==> src/rtl/rv32_alu_pkg.sv <==
// rv32_alu_pkg: opcode/funct constants, ALU enable indices, FSM states and the one-hot decoder.
package rv32_alu_pkg;
    localparam logic [6:0] OPC_OP    = 7'b0110011;
    localparam logic [6:0] OPC_OPIMM = 7'b0010011;
    localparam logic [6:0] F7_BASE   = 7'b0000000;
    localparam logic [6:0] F7_ALT    = 7'b0100000;
    localparam logic [2:0] F3_ADD    = 3'b000;
    localparam logic [2:0] F3_SLL    = 3'b001;
    localparam logic [2:0] F3_SLT    = 3'b010;
    localparam logic [2:0] F3_SLTU   = 3'b011;
    localparam logic [2:0] F3_XOR    = 3'b100;
    localparam logic [2:0] F3_SR     = 3'b101;
    localparam logic [2:0] F3_OR     = 3'b110;
    localparam logic [2:0] F3_AND    = 3'b111;
    localparam int ALU_EN_W = 10;
    localparam int EN_ADD   = 0;
    localparam int EN_SUB   = 1;
    localparam int EN_XOR   = 2;
    localparam int EN_OR    = 3;
    localparam int EN_AND   = 4;
    localparam int EN_SLL   = 5;
    localparam int EN_SRL   = 6;
    localparam int EN_SRA   = 7;
    localparam int EN_SLT   = 8;
    localparam int EN_SLTU  = 9;
    typedef enum logic [1:0] {IDLE, DECODE, EXEC, WB} state_t;
    function automatic logic [ALU_EN_W-1:0] decode_en(input logic [6:0] opc, input logic [2:0] f3, input logic [6:0] f7);
        logic [ALU_EN_W-1:0] en;
        logic alt, shift, ok;
        alt   = f7 == F7_ALT;
        shift = f3 == F3_SLL || f3 == F3_SR;
        // OP-IMM non-shifts carry immediate bits in funct7, so funct7 is only checked elsewhere
        ok    = f7 == F7_BASE || (alt && (f3 == F3_SR || (opc == OPC_OP && f3 == F3_ADD))) || (opc == OPC_OPIMM && !shift);
        en    = '0;
        case (f3)
            F3_ADD:  en[(alt && opc == OPC_OP) ? EN_SUB : EN_ADD] = 1'b1;
            F3_SLL:  en[EN_SLL] = 1'b1;
            F3_SLT:  en[EN_SLT] = 1'b1;
            F3_SLTU: en[EN_SLTU] = 1'b1;
            F3_XOR:  en[EN_XOR] = 1'b1;
            F3_SR:   en[alt ? EN_SRA : EN_SRL] = 1'b1;
            F3_OR:   en[EN_OR] = 1'b1;
            F3_AND:  en[EN_AND] = 1'b1;
        endcase
        return ((opc == OPC_OP || opc == OPC_OPIMM) && ok) ? en : '0;
    endfunction
endpackage

==> src/rtl/rv32_regfile.sv <==
// rv32_regfile: x1..x31 storage with sync reset, one write port and three combinational reads; x0 reads 0.
module rv32_regfile #(
    parameter int XLEN  = 32,
    parameter int NREGS = 32
) (
    input  logic            clk,
    input  logic            rst_n,
    input  logic            we,
    input  logic [4:0]      waddr,
    input  logic [XLEN-1:0] wdata,
    input  logic [4:0]      rs1_addr,
    input  logic [4:0]      rs2_addr,
    input  logic [4:0]      dbg_addr,
    output logic [XLEN-1:0] rs1_data,
    output logic [XLEN-1:0] rs2_data,
    output logic [XLEN-1:0] dbg_data
);
    logic [XLEN-1:0] mem [1:NREGS-1];
    always_ff @(posedge clk) begin
        if (!rst_n) begin
            for (int i = 1; i < NREGS; i++) mem[i] <= '0;
        end else if (we && waddr != '0) begin
            mem[waddr] <= wdata;
        end
    end
    assign rs1_data = rs1_addr == '0 ? '0 : mem[rs1_addr];
    assign rs2_data = rs2_addr == '0 ? '0 : mem[rs2_addr];
    assign dbg_data = dbg_addr == '0 ? '0 : mem[dbg_addr];
endmodule

==> src/rtl/rv32_alu_sequencer.sv <==
// rv32_alu_sequencer: 4-cycle IDLE/DECODE/EXEC/WB issue and writeback controller for enable-gated ALU units.
module rv32_alu_sequencer import rv32_alu_pkg::*; #(
    parameter int XLEN  = 32,
    parameter int NREGS = 32
) (
    input  logic                clk,
    input  logic                rst_n,
    input  logic                instr_valid,
    input  logic [31:0]         instr,
    output logic                instr_ready,
    output logic [ALU_EN_W-1:0] alu_en,
    output logic [XLEN-1:0]     alu_rs1,
    output logic [XLEN-1:0]     alu_rs2,
    input  logic [XLEN-1:0]     alu_result,
    output logic                done,
    output logic                illegal,
    output logic                wb_en,
    output logic [4:0]          wb_addr,
    output logic [XLEN-1:0]     wb_data,
    input  logic [4:0]          dbg_addr,
    output logic [XLEN-1:0]     dbg_data
);
    state_t state_q, state_d;
    logic [31:0] instr_q, instr_d;
    logic [ALU_EN_W-1:0] alu_en_q, alu_en_d, dec_en;
    logic [XLEN-1:0] rs1_q, rs1_d, rs2_q, rs2_d, res_q, res_d, rs1_val, rs2_val, b_raw, op_b;
    rv32_regfile #(.XLEN(XLEN), .NREGS(NREGS)) u_rf (
        .clk(clk), .rst_n(rst_n), .we(wb_en), .waddr(instr_q[11:7]), .wdata(res_q),
        .rs1_addr(instr_q[19:15]), .rs2_addr(instr_q[24:20]), .dbg_addr(dbg_addr),
        .rs1_data(rs1_val), .rs2_data(rs2_val), .dbg_data(dbg_data)
    );
    always_comb begin
        dec_en   = decode_en(instr_q[6:0], instr_q[14:12], instr_q[31:25]);
        b_raw    = instr_q[6:0] == OPC_OP ? rs2_val : {{(XLEN-12){instr_q[31]}}, instr_q[31:20]};
        // funct3 001/101 are the shifts; the count is truncated so the ALU never sees >31
        op_b     = instr_q[13:12] == 2'b01 ? {{(XLEN-5){1'b0}}, b_raw[4:0]} : b_raw;
        state_d  = state_q;
        instr_d  = instr_q;
        alu_en_d = '0;
        rs1_d    = rs1_q;
        rs2_d    = rs2_q;
        res_d    = res_q;
        case (state_q)
            IDLE: begin
                state_d = instr_valid ? DECODE : IDLE;
                instr_d = instr_valid ? instr : instr_q;
            end
            DECODE: begin
                state_d  = dec_en != '0 ? EXEC : IDLE;
                alu_en_d = dec_en;
                rs1_d    = rs1_val;
                rs2_d    = op_b;
            end
            EXEC: begin
                state_d = WB;
                res_d   = alu_result;
            end
            WB: state_d = IDLE;
        endcase
    end
    always_ff @(posedge clk) begin
        if (!rst_n) begin
            state_q  <= IDLE;
            instr_q  <= '0;
            alu_en_q <= '0;
            rs1_q    <= '0;
            rs2_q    <= '0;
            res_q    <= '0;
        end else begin
            state_q  <= state_d;
            instr_q  <= instr_d;
            alu_en_q <= alu_en_d;
            rs1_q    <= rs1_d;
            rs2_q    <= rs2_d;
            res_q    <= res_d;
        end
    end
    assign instr_ready = rst_n && state_q == IDLE;
    assign alu_en      = alu_en_q;
    assign alu_rs1     = rs1_q;
    assign alu_rs2     = rs2_q;
    assign illegal     = state_q == DECODE && dec_en == '0;
    assign done        = state_q == WB;
    assign wb_en       = done && instr_q[11:7] != '0;
    assign wb_addr     = wb_en ? instr_q[11:7] : '0;
    assign wb_data     = wb_en ? res_q : '0;
endmodule

==> config.mk <==
export PLATFORM = sky130hd
export DESIGN_NAME = rv32_alu_sequencer
export DESIGN_NICKNAME = d
export VERILOG_FILES = /design/src/rtl/rv32_alu_pkg.sv /design/src/rtl/rv32_regfile.sv /design/src/rtl/rv32_alu_sequencer.sv
export SDC_FILE = /design/constraint.sdc
export NUM_CORES = 2
export LEC_CHECK = 0
export CORE_ASPECT_RATIO = 2
export CORE_MARGIN = 4
export CORE_UTILIZATION = 40
export DETAILED_ROUTE_END_ITERATION = 7
export GPL_TIMING_DRIVEN = 0
export PLACE_DENSITY = 0.54
export SYNTH_ARGS = -nofsm -noshare
export SYNTH_HDL_FRONTEND = slang
export SYNTH_SLANG_ARGS = --single-unit
==> constraint.sdc <==
create_clock -name clk -period 4.25 [get_ports clk]
set_input_delay 0.85 -clock clk [delete_from_list [all_inputs] [get_ports clk]]
set_output_delay 0.85 -clock clk [all_outputs]
set_load 0.02 [all_outputs]
Yosys cells after proc, flatten, opt, wreduce, memory -nomap -nowiden --
Memory sizes are Yosys's and may differ from the RTL's. A register that Yosys moved wholly into a read port is not among the register bits. Index checks and enable logic that the tools add are counted.
Storage, ports and cells: register bits 140, RAM bits 992, output and inout bits 147, logic and storage cells 90, memories kept 1
Memory list:
- u_rf.mem | words 31, bits a word 32, rd ports 3, clocked after memory_dff 2, write ports 31, RTL line rv32_regfile.sv:18 | logic [XLEN-1:0] mem [1:NREGS-1];
Cells by class: $lt $le $gt $ge 4, eq/ne operators 14, multiplexer cells 36, reductions and logical operators 29
Operators by type and width (number):
- 32-bit 2-to-1 mux | 7
- 32-bit OR reduction | 1
- 5-bit 2-to-1 mux | 6
- 1-bit case mux with 3 select lines | 6
- 5-bit logical NOT | 3
- 7-bit by 6-bit equality test with 1-bit output (second input constant) | 2
- 3-bit equality test (second input constant) | 4
- 1-bit logical AND | 11
- 10-bit logical NOT | 1
- 1-bit 2-to-1 mux | 10
- 10-bit 2-to-1 mux | 1
- 10-bit nonzero test | 1
- 1-bit demux with 4-bit select | 2
- 2-bit case mux with 2 select lines | 2
- 2-bit case mux with 4 select lines | 1
- 7-bit by 5-bit equality test with 1-bit output (second input constant) | 1
- 7-bit logical NOT | 1
- 3-bit by 2-bit equality test with 1-bit output (second input constant) | 2
- 1-bit logical OR | 5
- 1-bit by 5-bit < comparator with 1-bit output (second input constant) | 1
- 3-bit by 5-bit < comparator with 1-bit output (second input constant) | 1
- 5-bit nonzero test | 1
- 2-bit by 1-bit equality test with 1-bit output (second input constant) | 2
- 2-bit equality test (second input constant) | 2
- other kinds (8) | 9

Logic depth before layout (Yosys ltp) --
word-level depth 12, gate-level depth with buffers 9, gate-level depth less buffers 5

Cells and area by module --
A second synthesis with hierarchy kept.
Second synthesis, totals: cell total of the unflattened synthesis 4993, area, all modules 67921.4 um^2
By module, submodules not included:
- rv32_regfile | instances 1, cells each 4324, area an instance 62551.2 um^2
- rv32_alu_sequencer | instances 1, cells each 669, area an instance 5370.2 um^2

Worst setup path after synthesis --
No wires, ideal clock.
path kind in2reg, from input rst_n, to memory u_rf.mem[31][0], enable pin, library setup time 466 ps, arrival 3762 ps, required time 3784 ps, path slack 22 ps, stages 4, path buffers 1, path through and3_1 > nand3_1 > clkbuf_1 > o21ai_0
RTL lines:
- from (decl) | RTL line rv32_alu_sequencer.sv:7 | input logic rst_n,
- to (decl) | RTL line rv32_regfile.sv:18

==> run_results.csv <==
group,metric,value,unit
synth,synth_edf_count,1024,
sta,clock-skew-final,0.0403,ns
cts,numCtsBuffers,113,
layout,stdcell_area,78200,µm²
critical_path,cp_data_arrival_time,5.42,ns
detailed_routing,routed_wl,376,mm
pwr,power_leakage,26.3,nW
placement,io_buffer_count,215,
critical_path,start_kind,"input pin",
layout,drive_gt1_share,25.6,%
sta,fmax,0.210,GHz
sta,worst_pin_slew,1.50,ns
global_routing,grt_max_degree,24,
floorplanning,num_io_pins,219,
floorplanning,core,167000,µm²
layout,synthToLayoutAreaGrowth,16.2,%
synth,avgSynthCellArea,14.5,µm²
synth,ys_top_cells_by_area,"edfxtp_1 (46%), mux4_2 (27%), and2_1 (9.6%), dfxtp_1 (4.5%), mux2i_1 (2.0%)",
sta,fin_crit_sh,112,%
placement,gp_congestion,1.09,
cts,clkLatencyLatePin,0.83,ns
critical_path,required,4.92,ns
synth,ys_seq_elements,1174,
global_routing,grt_pass1_vias,49900,
critical_path,end_kind,"flip-flop",
cts,h-tree-depth,3,
floorplanning,die_height,588,µm
detailed_routing,vias,49900,
detailed_routing,drc_errors,0,
synth,yosysSeqAreaShare,50.2,%
synth,synth_cells,4644,
global_routing,grt_first_pass_wirelength,484,mm
pwr,power_density,376,nW/µm²
floorplanning,dieArea,175000,µm²
synth,synth_ff_type,"edfxtp_1",
sta,setup_viol,270,
placement,hpwl,288,mm
layout,nNetsFinal,5114,
detailed_routing,firstDrtPassIters,7,
detailed_routing,wl_per_cell,51.3,µm
layout,layoutNonFillerInstCount,7322,
sta,fin_crit,4.75,ns
placement,post-place-ws,-2.18,ns
sta,finalHoldViolCount,0,
detailed_routing,ant_nets,0,
sta,rsz0062_at_grt,"true",
outcome,violations,"max-capacitance violations, max-slew violations, negative setup slack",
placement,place_area,73300,µm²
sta,maxSlewViolCount,10,
sta,finalWorstSetupSlack,-0.502,ns
detailed_routing,first_iter_violations,7181,
cts,cts_tree,"done",
global_routing,antenna_found_initial,51,
sta,slew_headroom,-0.262,%
cts,ctsHoldBuffers,0,
flow_run,maxCapViolCount,1,
global_routing,grt_usage,42.7,%
synth,async_flop_share,0,%
synth,syn_area,67200,µm²
cts,cts_buffer_depth,3,
floorplanning,rows,212,
pwr,peakVddDrop,0.000396,V
cts,clock_sinks,1174,
critical_path,path_class,"input pin to flip-flop",
cts,clk_pin_slew,0.07,ns
critical_path,r2r_slack,-0.12,ns
hold_path,holdCritPathClass,"flip-flop to flip-flop",
synth,yosysUniqueCellTypes,54,
floorplanning,die_w,298,µm
critical_path,path_max_fanout,10,
placement,post-place-cells,7065,
hold_path,whs_path_depth,2,
global_routing,gr-total-overflow,0,
synth,yosysTopAreaCell,"edfxtp_1",
floorplanning,start_util,40.3,%
outcome,status,"finished, violations left",
critical_path,reg2regPathDepth,6,
synth,yosysWarnings,0,
cts,cts-root-buf,"clkbuf_16",
synth,synth_top_area_share,45.7,%
detailed_routing,post_drt_via_cell_ratio,6.82,
[placed cells by master (no fill, tap or decap), drive strengths merged, types with 12 or more instances in the layout]
cell type | synthesis | final
bufinv | 0 | 12
nand3 | 21 | 21
nand2b | 12 | 12
o21ai | 114 | 114
o31ai | 25 | 25
nor2b | 12 | 12
clkinv | 0 | 32
edfxtp | 1024 | 1024
mux4 | 810 | 810
inv | 37 | 17
nand2 | 239 | 239
clkbuf | 358 | 514
and2 | 1037 | 1037
o221ai | 33 | 33
mux2i | 136 | 136
dlygate4sd2 | 0 | 21
nor2 | 155 | 155
a21boi | 65 | 65
nor4 | 23 | 23
o22ai | 108 | 108
conb | 1 | 32
clkinvlp | 0 | 33
diode | 0 | 39
clkdlybuf4s50 | 0 | 180
nor3 | 13 | 13
buf | 150 | 197
a211o | 21 | 21
dfxtp | 150 | 150
[through the flow]
step                utilization [%]  hold WS [ns]  setup TNS [ns]  power, mW
CTS                            46.7         0.466               0       29.0
global placement               43.3         0.451        -4577.85       17.9
detailed placement             43.9         0.450         -622.66       18.0
finish                         46.8         0.459          -30.83       29.4
floorplan                         -         0.439               0       15.5
global route                   46.8         0.487           -6.81       29.6
[repair_timing]
item | CTS | global route
endpoints found under the setup margin | 435 | 229
gates resized for setup | 285 | 61
pin swaps | 0 | 4
gates cloned | 0 | 1
buffers inserted | 3 | 1
[final cells by class]
class                      count  area, µm²
clock inverter                57        663
tap                         2140       2680
clock buffer                 159       3280
timing repair buffer         257       2920
antenna                       39       97.6
inverter                      37        244
fill                       14700      88700
sequential                  1174      33800
multi-input combinational   2956      31800
buffer                       503       2670
[flip-flops by register name (all words and copies together), names as in the netlist, named ones only]
signal	flops
res_q	32
state_q	1
alu_rs2	32
alu_rs1	32
instr_q	32
u_rf.mem	1024
alu_en	10
[cell families (layout without fill, tap and decap cells)]
| logic type | count (synthesis) | count (layout) | synth area share [%] |
|---|---|---|---|
| other | 1 | 71 | 0.00558 |
| AND/OR/NAND/NOR | 1554 | 1554 | 13.0 |
| flip-flops | 1174 | 1174 | 50.2 |
| multiplexers | 946 | 946 | 29.2 |
| AO/OA/AOI/OAI | 424 | 424 | 4.28 |
| buffers and inverters | 545 | 1013 | 3.37 |
[power by group]
group	internal (mW)	switching, mW
Clock	6.14	5.06
Combinational	1.68	3.25
Sequential	12.9	0.349
[layer usage]
layer | track usage [%] | wire, µm | share of wire, %
met1 | 38.7 | 104000 | 28
met2 | 68.7 | 177000 | 47
met3 | 9.88 | 27000 | 7.2
met4 | 58.3 | 67400 | 18
met5 | 0.164 | 34 | 0.0091
[critical path: stages]
cell	delay [ns]
clkdlybuf4s50_1	0.68
and3_1	0.44
nand3_2	0.78
clkbuf_2	0.73
nor2_1	0.71
buf_1	0.91
and2_1	0.24
[synth_stat cells, types with 12 or more instances]
master	count
and2_1	1034
edfxtp_1	1024
mux4_2	810
clkbuf_1	358
nand2_1	239
nor2_1	155
dfxtp_1	150
mux2i_1	136
o22ai_1	108
buf_2	85
o21ai_0	69
a21boi_0	65
buf_1	46
o21ai_1	45
inv_1	37
o221ai_1	33
o31ai_1	25
nor4_1	22
a211o_1	21
nand3_1	21
nor3_1	13
nand2b_1	12
nor2b_1	12
[final timing paths]
path	start	to
worst max-delay path	rst_n	u_rf.mem[3][11]$_SDFFCE_PN0P_
worst min-delay path	alu_rs1[9]$_SDFFE_PN0P_	alu_rs1[9]$_SDFFE_PN0P_
worst max register to register	state_q[0]$_SDFF_PN0_	u_rf.mem[3][11]$_SDFFCE_PN0P_
worst min register to register	alu_rs1[9]$_SDFFE_PN0P_	alu_rs1[9]$_SDFFE_PN0P_
(Power assumes the default switching activity.)
